===== config.mk =====
export PLATFORM = sky130hd
export DESIGN_NAME = smooth_out_collector_flat
export DESIGN_NICKNAME = d
export VERILOG_FILES = /design/src/rtl/smooth_out_collector_if.sv /design/src/rtl/smooth_out_collector.sv /design/src/flat_wrapper.sv
export SDC_FILE = /design/constraint.sdc
export NUM_CORES = 1
export LEC_CHECK = 0
export BUFFER_PORTS_ARGS = -buffer_cell sky130_fd_sc_hd__buf_2
export CORE_UTILIZATION = 55
export DETAILED_ROUTE_END_ITERATION = 7
export GPL_ROUTABILITY_DRIVEN = 0
export GPL_TIMING_DRIVEN = 1
export MAX_ROUTING_LAYER = met4
export PLACE_DENSITY = 0.75
export SLEW_MARGIN = 20
export SYNTH_ARGS = -nofsm -noshare
export SYNTH_HDL_FRONTEND = slang
export SYNTH_SLANG_ARGS = --single-unit

===== constraint.sdc =====
create_clock -name clk_in -period 2.5 [get_ports clk_in]
set_clock_uncertainty 0.1 [all_clocks]
set_input_delay 0.5 -clock clk_in [delete_from_list [all_inputs] [get_ports clk_in]]
set_output_delay 0.5 -clock clk_in [all_outputs]
set_load 0.02 [all_outputs]

===== src/rtl/smooth_out_collector_if.sv =====
// Handshake bundle between the smoothing filter, the collector and the frame-store write port.
// master drives the filter-side stream and iready; slave is the collector.
interface smooth_out_collector_if #(
  parameter int DATA_W = 10
);
  logic              sof;
  logic              idata_valid;
  logic [DATA_W-1:0] data_in;
  logic [DATA_W-1:0] odata;
  logic              ovalid;
  logic              iready;
  logic              frame_done;
  logic              overflow;

  modport master (
    output sof, idata_valid, data_in, iready,
    input  odata, ovalid, frame_done, overflow
  );

  modport slave (
    input  sof, idata_valid, data_in, iready,
    output odata, ovalid, frame_done, overflow
  );
endinterface


===== src/rtl/smooth_out_collector.sv =====
// Qualifies the 3x3 smoothing filter's result stream, drops incomplete-window border pixels and
// buffers kept pixels in a registered FWFT FIFO. Define SMOOTH_BORDER_PASS_EN to emit borders as 0.
module smooth_out_collector #(
  parameter int DATA_W       = 10,
  parameter int LATENCY      = 3,
  parameter int LINE_WIDTH   = 640,
  parameter int FRAME_HEIGHT = 480,
  parameter int FIFO_DEPTH   = 16
) (
  input  logic                   clk_in,
  input  logic                   rst_n,
  smooth_out_collector_if.slave  bus
);

  localparam int CW = $clog2(LINE_WIDTH + 1);
  localparam int RW = $clog2(FRAME_HEIGHT + 1);
  localparam int FW = (LATENCY > 1) ? $clog2(LATENCY) : 1;
  localparam int AW = $clog2(FIFO_DEPTH);

  typedef enum logic [1:0] {IDLE, ACTIVE, FLUSH} state_t;

  state_t              state_q, state_d;
  logic [CW-1:0]       col_q, col_d;
  logic [RW-1:0]       row_q, row_d;
  logic [FW-1:0]       fcnt_q, fcnt_d;
  logic [LATENCY-1:0]  pipe_q, pipe_d;
  logic                start, keep, done;
  logic                interior;

  // Counter position is the sample being accepted; its window centre is one column/row behind.
  assign interior = (col_q >= CW'(2)) && (row_q >= RW'(2));

  always_comb begin
    state_d = state_q;
    col_d   = col_q;
    row_d   = row_q;
    fcnt_d  = fcnt_q;
    start   = 1'b0;
    keep    = 1'b0;
    done    = 1'b0;
    unique case (state_q)
      IDLE: begin
        if (bus.sof) start = 1'b1;
      end
      ACTIVE: begin
        if (bus.sof) begin
          start = 1'b1;
        end else if (bus.idata_valid) begin
`ifdef SMOOTH_BORDER_PASS_EN
          keep = 1'b1;
`else
          keep = interior;
`endif
          if (col_q == CW'(LINE_WIDTH - 1)) begin
            col_d = '0;
            if (row_q == RW'(FRAME_HEIGHT - 1)) begin
              row_d   = '0;
              fcnt_d  = '0;
              state_d = FLUSH;
            end else begin
              row_d = row_q + 1'b1;
            end
          end else begin
            col_d = col_q + 1'b1;
          end
        end
      end
      FLUSH: begin
        if (bus.sof) begin
          start = 1'b1;
        end else if (fcnt_q == FW'(LATENCY - 1)) begin
          done    = 1'b1;
          state_d = IDLE;
        end else begin
          fcnt_d = fcnt_q + 1'b1;
        end
      end
      default: state_d = IDLE;
    endcase
    if (start) begin
      state_d = ACTIVE;
      col_d   = '0;
      row_d   = '0;
      fcnt_d  = '0;
    end
  end

  always_comb begin
    pipe_d    = '0;
    pipe_d[0] = keep;
    for (int unsigned i = 1; i < LATENCY; i++) pipe_d[i] = pipe_q[i-1];
    if (start) pipe_d = '0;
  end

  logic [DATA_W-1:0] wdata;
`ifdef SMOOTH_BORDER_PASS_EN
  logic [LATENCY-1:0] brd_q, brd_d;

  always_comb begin
    brd_d    = '0;
    brd_d[0] = keep & ~interior;
    for (int unsigned i = 1; i < LATENCY; i++) brd_d[i] = brd_q[i-1];
    if (start) brd_d = '0;
  end

  always_ff @(posedge clk_in or negedge rst_n) begin
    if (!rst_n) brd_q <= '0;
    else        brd_q <= brd_d;
  end

  assign wdata = brd_q[LATENCY-1] ? '0 : bus.data_in;
`else
  assign wdata = bus.data_in;
`endif

  // Output FIFO: pointers carry a wrap bit so full and empty are distinguishable.
  logic [DATA_W-1:0] mem [FIFO_DEPTH];
  logic [AW:0]       wptr_q, wptr_d, rptr_q, rptr_d, used;
  logic [DATA_W-1:0] odata_q, odata_d;
  logic              overflow_q, overflow_d;
  logic              empty, full, wr_req, wr_en, rd_en, drop;

  assign used   = wptr_q - rptr_q;
  assign empty  = (wptr_q == rptr_q);
  assign full   = (wptr_q[AW] != rptr_q[AW]) && (wptr_q[AW-1:0] == rptr_q[AW-1:0]);
  assign wr_req = pipe_q[LATENCY-1] & ~start;
  assign rd_en  = ~empty & bus.iready;
  assign wr_en  = wr_req & (~full | rd_en);
  assign drop   = wr_req & full & ~rd_en;

  // odata_q always mirrors mem[rptr]; refresh it from the next slot or the bypassed write.
  always_comb begin
    odata_d = odata_q;
    if (rd_en) begin
      if (used > (AW+1)'(1))  odata_d = mem[rptr_q[AW-1:0] + AW'(1)];
      else if (wr_en)         odata_d = wdata;
    end else if (empty && wr_en) begin
      odata_d = wdata;
    end
    wptr_d     = wptr_q + {{AW{1'b0}}, wr_en};
    rptr_d     = rptr_q + {{AW{1'b0}}, rd_en};
    overflow_d = start ? 1'b0 : (overflow_q | drop);
  end

  always_ff @(posedge clk_in) begin
    if (wr_en) mem[wptr_q[AW-1:0]] <= wdata;
  end

  always_ff @(posedge clk_in or negedge rst_n) begin
    if (!rst_n) begin
      state_q    <= IDLE;
      col_q      <= '0;
      row_q      <= '0;
      fcnt_q     <= '0;
      pipe_q     <= '0;
      wptr_q     <= '0;
      rptr_q     <= '0;
      odata_q    <= '0;
      overflow_q <= 1'b0;
    end else begin
      state_q    <= state_d;
      col_q      <= col_d;
      row_q      <= row_d;
      fcnt_q     <= fcnt_d;
      pipe_q     <= pipe_d;
      wptr_q     <= wptr_d;
      rptr_q     <= rptr_d;
      odata_q    <= odata_d;
      overflow_q <= overflow_d;
    end
  end

  assign bus.odata      = odata_q;
  assign bus.ovalid     = ~empty;
  assign bus.frame_done = done;
  assign bus.overflow   = overflow_q;

endmodule


===== src/flat_wrapper.sv =====
// flat-port wrapper written by rule: the top's interface ports become plain ports
module smooth_out_collector_flat 
#(
  parameter int DATA_W       = 10,
  parameter int LATENCY      = 3,
  parameter int LINE_WIDTH   = 640,
  parameter int FRAME_HEIGHT = 480,
  parameter int FIFO_DEPTH   = 16
)
  (clk_in, rst_n, bus_sof, bus_idata_valid, bus_data_in, bus_iready, bus_odata, bus_ovalid, bus_frame_done, bus_overflow);
  smooth_out_collector_if #(.DATA_W(DATA_W)) bus_i ();
  input  logic clk_in;
  input  logic rst_n;
  input wire logic [$bits(bus_i.sof)-1:0] bus_sof;
  input wire logic [$bits(bus_i.idata_valid)-1:0] bus_idata_valid;
  input wire logic [$bits(bus_i.data_in)-1:0] bus_data_in;
  input wire logic [$bits(bus_i.iready)-1:0] bus_iready;
  output wire logic [$bits(bus_i.odata)-1:0] bus_odata;
  output wire logic [$bits(bus_i.ovalid)-1:0] bus_ovalid;
  output wire logic [$bits(bus_i.frame_done)-1:0] bus_frame_done;
  output wire logic [$bits(bus_i.overflow)-1:0] bus_overflow;
  assign bus_i.sof = bus_sof;
  assign bus_i.idata_valid = bus_idata_valid;
  assign bus_i.data_in = bus_data_in;
  assign bus_i.iready = bus_iready;
  assign bus_odata = bus_i.odata;
  assign bus_ovalid = bus_i.ovalid;
  assign bus_frame_done = bus_i.frame_done;
  assign bus_overflow = bus_i.overflow;
  smooth_out_collector #(.DATA_W(DATA_W), .LATENCY(LATENCY), .LINE_WIDTH(LINE_WIDTH), .FRAME_HEIGHT(FRAME_HEIGHT), .FIFO_DEPTH(FIFO_DEPTH)) u_core (.clk_in(clk_in), .rst_n(rst_n), .bus(bus_i));
endmodule

== After elaboration in Yosys (flattened, before gate mapping) ==
Memories as Yosys holds them, arrays and structs flattened.
Cells that the tools add are included.

* Register bits: 47
* Bits in writable memories: 160
* Input port bits: 15
* Word-level logic and storage cells: 107
* Memories: 1

{| class="wikitable"
|+ Memories
! memory !! depth !! width !! rd ports !! clocked after memory_dff !! write ports !! line !! source
|-
| u_core.mem || 16 || 10 || 1 || 0 || 1 || smooth_out_collector.sv:117 || <nowiki>logic [DATA_W-1:0] mem [FIFO_DEPTH];</nowiki>
|}

* Add/subtract/negate cells: 7
* Order comparisons: 3
* Equal/unequal tests: 18
* Multiplexer cells: 43
* Bitwise logic cells: 11
* Reductions and logical operators: 15

{| class="wikitable"
|+ Operators with widths
! operator !! count
|-
| 2-to-1 mux 10 bit || 9
|-
| 2-to-1 mux 9 bit || 6
|-
| 2-to-1 mux 2 bit || 14
|-
| != test 3 x 2 -> 1 bit (second input constant) || 5
|-
| AND reduction 7 bit || 2
|-
| 2-to-1 mux 1 bit || 11
|-
| adder 10 x 1 -> 10 bit (second input constant) || 1
|-
| adder 5 x 1 -> 5 bit || 2
|-
| == test 10 bit (second input constant) || 1
|-
| greater-or-equal comparator 10 x 2 -> 1 bit (second input constant) || 1
|-
| adder 9 x 1 -> 9 bit (second input constant) || 1
|-
| == test 9 bit (second input constant) || 1
|-
| greater-or-equal comparator 9 x 2 -> 1 bit (second input constant) || 1
|-
| != test 3 x 1 -> 1 bit (second input constant) || 3
|-
| nonzero test 2 bit || 4
|-
| one-hot mux 2 bit (3 select lines) || 1
|-
| bitwise AND 1 bit || 5
|-
| == test 5 bit || 1
|-
| greater-than comparator 5 x 1 -> 1 bit (second input constant) || 1
|-
| subtractor 5 bit || 1
|-
| adder 4 x 1 -> 4 bit (second input constant) || 1
|-
| == test 2 bit (second input constant) || 2
|-
| == test 4 bit || 1
|-
| != test 2 x 1 -> 1 bit (second input constant) || 2
|-
| 14 further kinds || 20
|}

== Depth between registers and ports, before layout ==
Gate-level depths: netlist (run 1).

* Depth in word-level cells: 9
* Mapped depth: 10
* Mapped depth without buffers: 9

== Worst setup path after synthesis (run 1) ==
No wires, ideal clock.

* Kind: reg2reg
* Start: register u_core.rptr_q[2]
* End: memory u_core.mem[0][0], enable pin
* Library setup time: 0.390 ns
* Data arrival time: 2.275 ns
* Data required time: 2.010 ns
* Slack: -0.265 ns
* Cell stages (with the launch flop): 9
* Buffers on the path: 1
* Clock period less this slack: 2.765 ns
* Cell sequence: dfrtp_1 > clkbuf_1 > inv_1 > ha_1 > nand4_1 > nor3_1 > nor2_1 > nand3_1 > nor3_1

* Cells in the longest elaborated chain, start to end: 7
* Elaborated cells on any way between the ends: 10
* Classes of those cells: 2 x eq/ne; 2 x mux; 5 x bitwise; 1 x reduce/logical

{| class="wikitable"
|+ RTL lines
! item !! line !! source
|-
| start: declaration || smooth_out_collector.sv:118 || <nowiki>logic [AW:0] wptr_q, wptr_d, rptr_q, rptr_d, used;</nowiki>
|-
| start signal: assignment || smooth_out_collector.sv:167 || <nowiki>rptr_q <= rptr_d;</nowiki>
|-
| == test 5 bit / == test 4 bit (equally long branches) || smooth_out_collector.sv:124, smooth_out_collector.sv:125 ||
|-
| inverter 1 bit / logical AND 1 bit (equally long branches) || smooth_out_collector.sv:127, smooth_out_collector.sv:125 ||
|-
| bitwise AND 1 bit / inverter 1 bit (equally long branches) || smooth_out_collector.sv:127, smooth_out_collector.sv:128 ||
|-
| OR 1 bit * || smooth_out_collector.sv:128 || <nowiki>assign wr_en = wr_req & (~full | rd_en);</nowiki>
|-
| bitwise AND 1 bit * || smooth_out_collector.sv:128 ||
|-
| 2-to-1 mux 1 bit * || smooth_out_collector.sv:146 || <nowiki>if (wr_en) mem[wptr_q[AW-1:0]] <= wdata;</nowiki>
|-
| 2-to-1 mux 1 bit (implied by the code) * || smooth_out_collector.sv:146 ||
|-
| end: declaration || smooth_out_collector.sv:117 ||
|}

Every way passes the cells marked *; elsewhere a longest branch is shown, timed or not.

== Worst setup path in the final report (run 1) ==
* Start: register u_core.rptr_q[1]
* End: register u_core.odata_q[8] (netlist: u_core.bus.odata[8])

* Cells in the longest elaborated chain, start to end: 8
* Elaborated cells on any way between the ends: 18
* Classes of those cells: 2 x add/sub; 1 x order compare; 3 x eq/ne; 2 x mux; 5 x bitwise; 4 x reduce/logical; 1 x memory

{| class="wikitable"
|+ RTL lines
! item !! line !! source
|-
| branches (longest 8 deep; another with subtractor 5 bit) || - ||
|-
| end signal: assignment || smooth_out_collector.sv:168 || <nowiki>odata_q <= odata_d;</nowiki>
|-
| end: declaration || smooth_out_collector.sv:119 || <nowiki>logic [DATA_W-1:0] odata_q, odata_d;</nowiki>
|}

Several ways; the timed one is not identified.
A chain may end at the register's enable or synchronous reset.

==> results of run 1 <==
## worst max-delay path, cell delays in order, from the launching register on
cell and delay [ns]:
dfrtp_1 0.38, buf_4 0.17, ha_4 0.33, buf_12 0.17, mux4_2 0.35, mux4_2 0.52
mux2_2 0.28
## layout make-up
cell class	instances	share of cell area, %
flip-flops and latches	207	58.1
multi-input cells	273	26.0
repair buffers	81	6.29
clock buffers	28	5.66
well taps	211	2.56
clock inverters	12	0.874
inverters	16	0.583
diodes	1	0.0243
## cells by family (layout without fill, tap and decap cells)
logic type,count (synthesis),after routing,synth area share [%]
adders and majority gates,19,19,2.80
DFF,207,207,68.3
AOI/OAI and AO/OA,52,52,3.53
other,0,1,0
xor gates and xnor gates,15,15,1.67
buffers and inverters,34,137,1.81
and+or+nand+nor,115,115,6.22
muxes,72,72,15.7
## cells in the final DEF, fill, tap and decap left out, drive strengths merged, types with 2 or more instances in the layout
master / count
nand2: 24
o22ai: 2
ha: 18
mux4: 50
a21o: 2
a21oi: 11
a31oi: 3
nand4: 4
mux2: 21
nor3: 10
and3: 3
nor4: 5
o21ai: 24
nor2: 35
nor2b: 2
clkinv: 10
dfrtp: 47
nand3: 18
o31ai: 4
edfxtp: 160
inv: 16
clkbuf: 29
or2: 3
nand2b: 4
xor2: 4
buf: 79
xnor2: 11
nand4b: 2
and2: 4
## per-stage QoR
| stage | worst slack, ns | std cells | power [W] | cell area, um2 |
|---|---|---|---|---|
| after floorplan | -0.00572 | 514 | 0.00661 | 8790 |
| after global placement | -0.0657 | 786 | 0.00755 | 9560 |
| after detailed placement | -0.116 | 786 | 0.00763 | 9560 |
| after CTS | 0.0112 | 827 | 0.0107 | 10300 |
| after global routing | 0.0154 | 829 | 0.0112 | 10300 |
| final | 0.0954 | 829 | 0.0108 | 10300 |
## registers in the layout, summed over array words and instances (netlist names)
signal               flops
u_core.bus.odata        10
u_core.bus.overflow      1
u_core.col_q            10
u_core.fcnt_q            2
u_core.mem             160
u_core.pipe_q            3
u_core.row_q             9
u_core.rptr_q            5
u_core.state_q           2
u_core.wptr_q            5
## where the power goes
| part | switching [W] | leakage, nW | internal [W] |
|---|---|---|---|
| Combinational | 0.00170 | 1.39 | 0.00207 |
| Clock | 0.00127 | 0.324 | 0.00175 |
| Sequential | 0.000114 | 2.05 | 0.00388 |
| Total | 0.00308 | 3.76 | 0.00771 |
## repair_timing
action / CTS / global route
gates cloned: 0 / 1
hold endpoints to repair: 47 / 0
hold buffers: 1 / 0
endpoints found under the setup margin: 40 / 10
gates resized for setup: 4 / 3
## metal layers
layer | track usage [%] | wire (um) | up-vias
li1 | - | - | 2187
met1 | 30.0 | 7160 | 2479
met2 | 38.3 | 8980 | 198
met3 | 3.63 | 1130 | 33
met4 | 7.47 | 397 | 0
met5 | - | 0 | -
## how the worst max path moves through the flow
| stage | startpoint | to | slack [ns] | cells past startpoint |
|---|---|---|---|---|
| 2_1_floorplan | u_core.rptr_q[2]$_DFF_PN0_ | u_core.mem[4][0]$_DFFE_PP_ | -0.006 | 8 |
| 3_3_place_gp | u_core.rptr_q[0]$_DFF_PN0_ | u_core.bus.odata[1]$_DFFE_PN0P_ | -0.07 | 8 |
| 4_1_cts | u_core.rptr_q[1]$_DFF_PN0_ | u_core.bus.odata[0]$_DFFE_PN0P_ | 0.01 | 6 |
| 3_5_place_dp | u_core.rptr_q[0]$_DFF_PN0_ | u_core.bus.odata[1]$_DFFE_PN0P_ | -0.12 | 8 |
| 6_report | u_core.rptr_q[1]$_DFF_PN0_ | u_core.bus.odata[8]$_DFFE_PN0P_ | 0.1 | 6 |
| 5_1_grt | u_core.rptr_q[0]$_DFF_PN0_ | u_core.bus.odata[5]$_DFFE_PN0P_ | 0.02 | 5 |
==> impl_metrics.csv, run 1 <==
group,metric,value,unit
outcome,outcome,"completed",
logic_synthesis,ys_ff_latch,207,
grt,grt_antenna_before_repair,1,
final_layout,nets,635,
min_path,hold_path_startpoint,"bus_idata_valid",
placed_design,dp_hpwl,11300,um
timing,period_needed,2.40,ns
critical_path,start_kind,"register",
critical_path,worstPathRequired,2.80,ns
critical_path,path_max_fanout,13,
min_path,hold_end,"u_core.pipe_q[0]$_DFF_PN0_",
timing,min_period_over_period,96.2,%
logic_synthesis,synth_edf_count,160,
grt,grt_overflow,0,
power,power_density,1050,mW/mm2
logic_synthesis,ys_types,42,
critical_path,r2r_end,"u_core.bus.odata[8]$_DFFE_PN0P_",
critical_path,reg2regPathDepth,6,
placed_design,port_buffers,27,
final_layout,fill_cells,1017,
floorplan,rows,45,
job,maxCapViolations,0,
timing,hold_viol_final,0,
routing,wl,17700,um
logic_synthesis,synth.net_count,548,
logic_synthesis,yosys-top-cells-count,"edfxtp_1, mux4_2, dfrtp_1",
timing,rsz0062_at_grt,"no",
floorplan,pin_count,28,
final_layout,multi_input_area,0.00267,mm2
logic_synthesis,yosys.area.top_type,"edfxtp_1",
grt,grt_pass1_wl,27500,um
logic_synthesis,async_flop_share,22.7,%
clocking,clock_path_buffers,3,
timing,slew_headroom,45.5,%
clocking,cts_tree,"built",
min_path,whs_path_depth,3,
floorplan,die_y,128,um
floorplan,core_area,0.0154,mm2
logic_synthesis,synth-seq-area-share,68.3,%
routing,dr_total_vias,4897,
final_layout,area_growth,17.7,%
routing,ant_nets,0,
critical_path,worstPathArrival,2.70,ns
clocking,cts_setup_buffers,0,
floorplan,start_util,57.0,%
logic_synthesis,yosysMostFrequentCell,"edfxtp_1",
timing,drv_slew,0,
clocking,numClockSinks,207,
routing,drc,0,
power,p_leak,3.76,nW
logic_synthesis,avgSynthCellArea,17.0,um2
power,vdd_drop_max,0.525,mV
logic_synthesis,synth_warnings,0,
grt,grt_max_degree,48,
clocking,clk_latency,0.52,ns
logic_synthesis,synth_area,0.00876,mm2
logic_synthesis,post_synth_inst_count,514,
critical_path,r2r_slack,0.1,ns
clocking,h-tree-depth,1,
logic_synthesis,synth_top_flop_cell,"edfxtp_1",
final_layout,drive_gt1_share,30.6,%
logic_synthesis,synth_top_area_share,54.9,%
critical_path,reg2reg_from,"u_core.rptr_q[1]$_DFF_PN0_",
grt,grt_util_all_layers,23.3,%
timing,worstMarginPinSlew,0.814,ns
logic_synthesis,synth_area_leaders,"edfxtp_1, dfrtp_1, mux4_2",
floorplan,die_w,128,um
critical_path,critPathKind,"reg -> reg",
timing,hold_slack,0.246,ns
routing,drt_iter0_markers,405,
clocking,cts.clk_slew.worst_paths,0.06,ns
timing,fmax,416,MHz
min_path,hp-class,"in -> reg",
routing,via_per_inst,5.91,
critical_path,endpoint_kind,"register",
floorplan,die_area,0.0164,mm2
final_layout,register_area,0.00598,mm2
timing,fin_tns_setup,0,ns
timing,setup_violations,0,
routing,wl_per_cell,21.3,um
grt,grt_pass1_vias,5016,
clocking,numCtsBuffers,22,
routing,first_pass_iters,5,
clocking,clockRootBuffer,"clkbuf_16",
final_layout,final_util,67.0,%
No activity file was read; power rests on OpenSTA's default activity.
==> run 2: changes to the inputs <==
Settings changed: CORE_ASPECT_RATIO set to 0.5.
==> impl_metrics.csv, run 2 (synthesized netlist as in run 1, its figures left out) <==
group,metric,value,unit
routing,wl,17800,um
min_path,hp-class,"in -> reg",
clocking,clock_path_buffers,3,
timing,min_period_over_period,98.2,%
routing,first_pass_iters,5,
final_layout,drive_gt1_share,28.3,%
routing,dr_total_vias,4798,
clocking,numClockSinks,207,
min_path,whs_path_depth,3,
critical_path,worstPathArrival,2.73,ns
floorplan,die_y,91.2,um
critical_path,critPathKind,"reg -> reg",
grt,grt_pass1_vias,4884,
critical_path,path_max_fanout,24,
floorplan,die_area,0.0165,mm2
final_layout,nets,616,
routing,drt_iter0_markers,341,
timing,setup_ws,0.0460,ns
critical_path,cpPeakStageDelay,0.50,ns
clocking,numCtsBuffers,18,
floorplan,start_util,56.5,%
clocking,cts.clk_slew.worst_paths,0.07,ns
floorplan,core_area,0.0155,mm2
final_layout,final_cell_mix,"edfxtp_1, mux4_2, dfrtp_1, nor2_1, buf_4",
timing,hold_viol_final,0,
timing,slew_headroom,42.0,%
clocking,clockRootBuffer,"clkbuf_16",
grt,grt_pass1_wl,27800,um
grt,grt_overflow,0,
critical_path,worstPathRequired,2.78,ns
placed_design,port_buffers,27,
final_layout,antenna_cells,0,
grt,grt_max_degree,41,
power,vdd_drop_max,0.462,mV
grt,grt_antenna_before_repair,0,
placed_design,dp_hpwl,11300,um
outcome,outcome,"completed",
timing,fin_tns_setup,0,ns
critical_path,cpMostUsedCell,"mux4_2",
job,maxCapViolations,0,
clocking,h-tree-depth,1,
power,p_leak,3.62,nW
routing,drc,0,
clocking,cts_setup_buffers,0,
timing,rsz0062_at_grt,"no",
critical_path,crit_slowest_cell,"mux4_2",
floorplan,pin_count,28,
clocking,clk_latency,0.49,ns
critical_path,crit_path_cell_trace,"ha_1 > buf_12 > mux4_2 > mux4_2 > mux2_2",
critical_path,reg2regPathDepth,5,
timing,drv_slew,0,
timing,period_needed,2.45,ns
timing,fmax,407,MHz
floorplan,rows,32,
critical_path,crit_family,"multiplexers",
final_layout,area_growth,14.8,%
timing,worstMarginPinSlew,0.866,ns
critical_path,cp.depth,5,
critical_path,worst-path-buf-inv,1,
critical_path,endpoint_kind,"register",
critical_path,start_kind,"register",
routing,wl_per_cell,22.3,um
final_layout,final_util,64.9,%
timing,setup_violations,0,
final_layout,largest_reg_flops,160,
clocking,cts_tree,"built",
grt,grt_util_all_layers,23.5,%
floorplan,die_w,180,um
power,power_density,1000,mW/mm2
timing,hold_slack,0.252,ns
placed_design,dp_slack,0.0386,ns
routing,ant_nets,0,
final_layout,mostFrequentLayoutCell,"edfxtp_1",
routing,via_per_inst,6.01,
run 2: cell count changes in the layout (fill, tap and decap cells not counted), moves of 2 or more:
cell       delta
buf_4        -17
clkbuf_16     -5
buf_12        +3
clkbuf_1      -2
nor2_1        +2
nor2_2        -2
run 2: cell type report:
type                            instances  area (um2)
Sequential cell                       207        5980
Fill cell                            1064        5440
Tap cell                              204         255
Multi-Input combinational cell        273        2670
Clock inverter                         10        56.3
Clock buffer                           22         475
Timing Repair Buffer                   66         556
Inverter                               16        60.1
run 2: worst min-delay path, stage by stage:
cell and delay [ns]:
buf_2 0.13, nand4b_1 0.10, a31oi_1 0.05
run 2: metal layers:
metal | up-vias | part of all wire, % | GRT usage [%]
met4 | 0 | 1.4 | 4.63
met5 | - | 0 | -
met1 | 2435 | 45 | 34.0
li1 | 2157 | - | -
met3 | 26 | 7.6 | 4.49
met2 | 180 | 46 | 35.6
run 2: repair_timing:
item | in CTS | in global routing
gates resized for setup | 0 | 5
hold buffers | 1 | 0
setup endpoints to repair | 0 | 98
endpoints found under the hold margin | 8 | 0
run 2: path summary, 6_finish.rpt:
kind	from	to	slack, ns
setup / recovery	u_core.rptr_q[0]$_DFF_PN0_	u_core.bus.odata[1]$_DFFE_PN0P_	0.05
hold / removal	bus_idata_valid	u_core.pipe_q[0]$_DFF_PN0_	0.25
setup reg to reg	u_core.rptr_q[0]$_DFF_PN0_	u_core.bus.odata[1]$_DFFE_PN0P_	0.05
hold reg to reg	u_core.pipe_q[0]$_DFF_PN0_	u_core.pipe_q[1]$_DFF_PN0_	0.35
max in group asynchronous	rst_n	u_core.wptr_q[3]$_DFF_PN0_	1.49
min in group asynchronous	rst_n	u_core.row_q[4]$_DFFE_PN0P_	0.31
run 2: where the power goes:
| part | leakage [nW] | internal, W | total [W] | switching, W |
|---|---|---|---|---|
| combinational | 1.31 | 0.00192 | 0.00355 | 0.00163 |
| sequential | 2.05 | 0.00388 | 0.00402 | 0.000139 |
| clock | 0.258 | 0.00136 | 0.00253 | 0.00117 |
run 2: per-stage QoR:
stage	area [um2]	cells	total power, W
floorplan	8790	514	0.00661
global placement	9490	765	0.00755
detailed placement	9490	765	0.00761
CTS	10000	798	0.0102
global route	10100	798	0.0105
finish	10100	798	0.0101
==> run 3: changes to the inputs <==
Settings changed: CORE_ASPECT_RATIO 0.5 to 1.5.
==> impl_metrics.csv, run 3 (synthesized netlist as in run 1, its figures left out) <==
group,metric,value,unit
clocking,numCtsBuffers,20,
critical_path,cp.depth,5,
final_layout,antenna_cells,0,
critical_path,worstPathArrival,2.70,ns
final_layout,nets,623,
placed_design,port_buffers,27,
final_layout,largest_reg_flops,160,
routing,wl,17700,um
job,maxCapViolations,0,
clocking,clock_path_buffers,3,
timing,period_needed,2.45,ns
grt,grt_util_all_layers,23.4,%
final_layout,area_growth,15.6,%
power,power,0.0105,W
grt,grt_pass1_wl,28000,um
critical_path,r2r_slack,0.05,ns
floorplan,die_w,105,um
min_path,hold_end,"u_core.pipe_q[0]$_DFF_PN0_",
grt,use_met1,25.8,%
grt,grt_antenna_before_repair,0,
clocking,numClockSinks,207,
outcome,outcome,"completed",
floorplan,core_area,0.0156,mm2
grt,grt_pass1_vias,5117,
timing,drv_slew,0,
routing,drc,0,
floorplan,die_y,157,um
critical_path,worstPathRequired,2.76,ns
critical_path,start_kind,"register",
routing,via_per_inst,5.98,
critical_path,worst-path-buf-inv,1,
clocking,cts_tree,"built",
critical_path,cpMostUsedCell,"mux4_2",
critical_path,crit_slowest_cell,"mux4_2",
clocking,h-tree-depth,1,
critical_path,critPathKind,"reg -> reg",
clocking,cts_setup_buffers,0,
grt,busiest_layer,"met2",
timing,setup_violations,0,
power,power_density,1040,mW/mm2
critical_path,cpPeakStageDelay,0.52,ns
routing,ant_nets,0,
floorplan,start_util,56.0,%
min_path,hold_path_startpoint,"bus_idata_valid",
critical_path,endpoint_kind,"register",
grt,grt_overflow,0,
power,p_leak,3.70,nW
floorplan,die_area,0.0164,mm2
critical_path,reg2reg_from,"u_core.rptr_q[1]$_DFF_PN0_",
final_layout,mostFrequentLayoutCell,"edfxtp_1",
clocking,clk_latency,0.47,ns
timing,slew_headroom,60.9,%
floorplan,rows,56,
clocking,clockRootBuffer,"clkbuf_16",
critical_path,r2r_end,"u_core.bus.odata[4]$_DFFE_PN0P_",
critical_path,crit_family,"multiplexers",
power,vdd_drop_max,0.674,mV
final_layout,final_cell_mix,"edfxtp_1, mux4_2, dfrtp_1, buf_4, nor2_1",
final_layout,drive_gt1_share,29.7,%
grt,met2_usage,44.7,%
final_layout,fill_cells,1026,
timing,hold_slack,0.274,ns
critical_path,reg2regPathDepth,5,
timing,min_period_over_period,97.8,%
grt,grt_use_met3,2.37,%
routing,first_pass_iters,4,
floorplan,pin_count,28,
final_layout,multi_input_area,0.00266,mm2
timing,hold_viol_final,0,
routing,drt_iter0_markers,302,
timing,fmax,409,MHz
min_path,hp-class,"in -> reg",
critical_path,path_max_fanout,20,
routing,dr_total_vias,4813,
routing,wl_per_cell,22.0,um
clocking,cts.clk_slew.worst_paths,0.06,ns
placed_design,dp_hpwl,12200,um
critical_path,crit_path_cell_trace,"ha_1 > buf_12 > mux4_2 > mux4_2 > mux2_2",
timing,worstMarginPinSlew,0.587,ns
final_layout,register_area,0.00598,mm2
grt,grt_max_degree,24,
min_path,whs_path_depth,3,
timing,rsz0062_at_grt,"yes",
run 3: cell count changes in the layout (fill, tap and decap cells not counted), sizes merged:
cell	change
clkbuf	+6
buf	+5
clkinv	-4
bufinv	+1
run 3: final cells by class:
class / instances / share of cell area (%)
Multi-Input combinational cell: 273 / 26.2
Timing Repair Buffer: 71 / 5.12
Clock inverter: 7 / 0.569
Sequential cell: 207 / 59.1
Clock buffer: 28 / 5.85
Inverter: 16 / 0.593
Tap cell: 203 / 2.51
run 3: power breakdown:
group,total (W),internal (W),leakage (nW),switching [W]
clock network,0.00293,0.00175,0.324,0.00118
registers,0.00401,0.00388,2.05,0.000133
logic,0.00356,0.00187,1.33,0.00169
total,0.0105,0.00750,3.70,0.00300
run 3: tightest hold or removal path: cells and delay by family:
family | cells | cell delay (ns)
AND/OR/NAND/NOR | 1 | 0.12
buffers and inverters | 1 | 0.12
AO/OA/AOI/OAI | 1 | 0.06
run 3: per-stage QoR:
stage                     instances  setup slack [ns]  util, %  TNS (ns)  cell area, um2
after floorplan                 514          -0.00572        -    -0.174            8790
after global placement          769           0.00122     60.5         0            9450
after detailed placement        769           -0.0790     60.5    -0.657            9450
after CTS                       805            0.0170     64.7         0           10100
after global routing            805           -0.0114     64.8   -0.0612           10100
final                           805            0.0541     64.8         0           10100
run 3: worst max path at each step:
stage                                from  slack (ns)                               to
3_3_place_gp   u_core.rptr_q[0]$_DFF_PN0_       0.001  u_core.bus.odata[8]$_DFFE_PN0P_
2_1_floorplan  u_core.rptr_q[2]$_DFF_PN0_      -0.006       u_core.mem[4][0]$_DFFE_PP_
5_1_grt        u_core.rptr_q[3]$_DFF_PN0_       -0.01       u_core.mem[2][9]$_DFFE_PP_
3_5_place_dp   u_core.rptr_q[0]$_DFF_PN0_       -0.08  u_core.bus.odata[1]$_DFFE_PN0P_
4_1_cts        u_core.rptr_q[3]$_DFF_PN0_        0.02                       bus_ovalid
6_report       u_core.rptr_q[1]$_DFF_PN0_        0.05  u_core.bus.odata[4]$_DFFE_PN0P_
run 3: what timing repair did:
item | 4_1_cts | 5_1_grt
gates resized for setup | 1 | 2
hold buffers | 1 | 0
hold endpoints to repair | 21 | 0
setup endpoints to repair | 10 | 126
run 3: metal layers:
layer | wire length (um) | vias to the layer above
met5 | 0 | -
met4 | 365 | 0
met2 | 10200 | 141
met3 | 754 | 23
met1 | 6440 | 2492
li1 | - | 2157
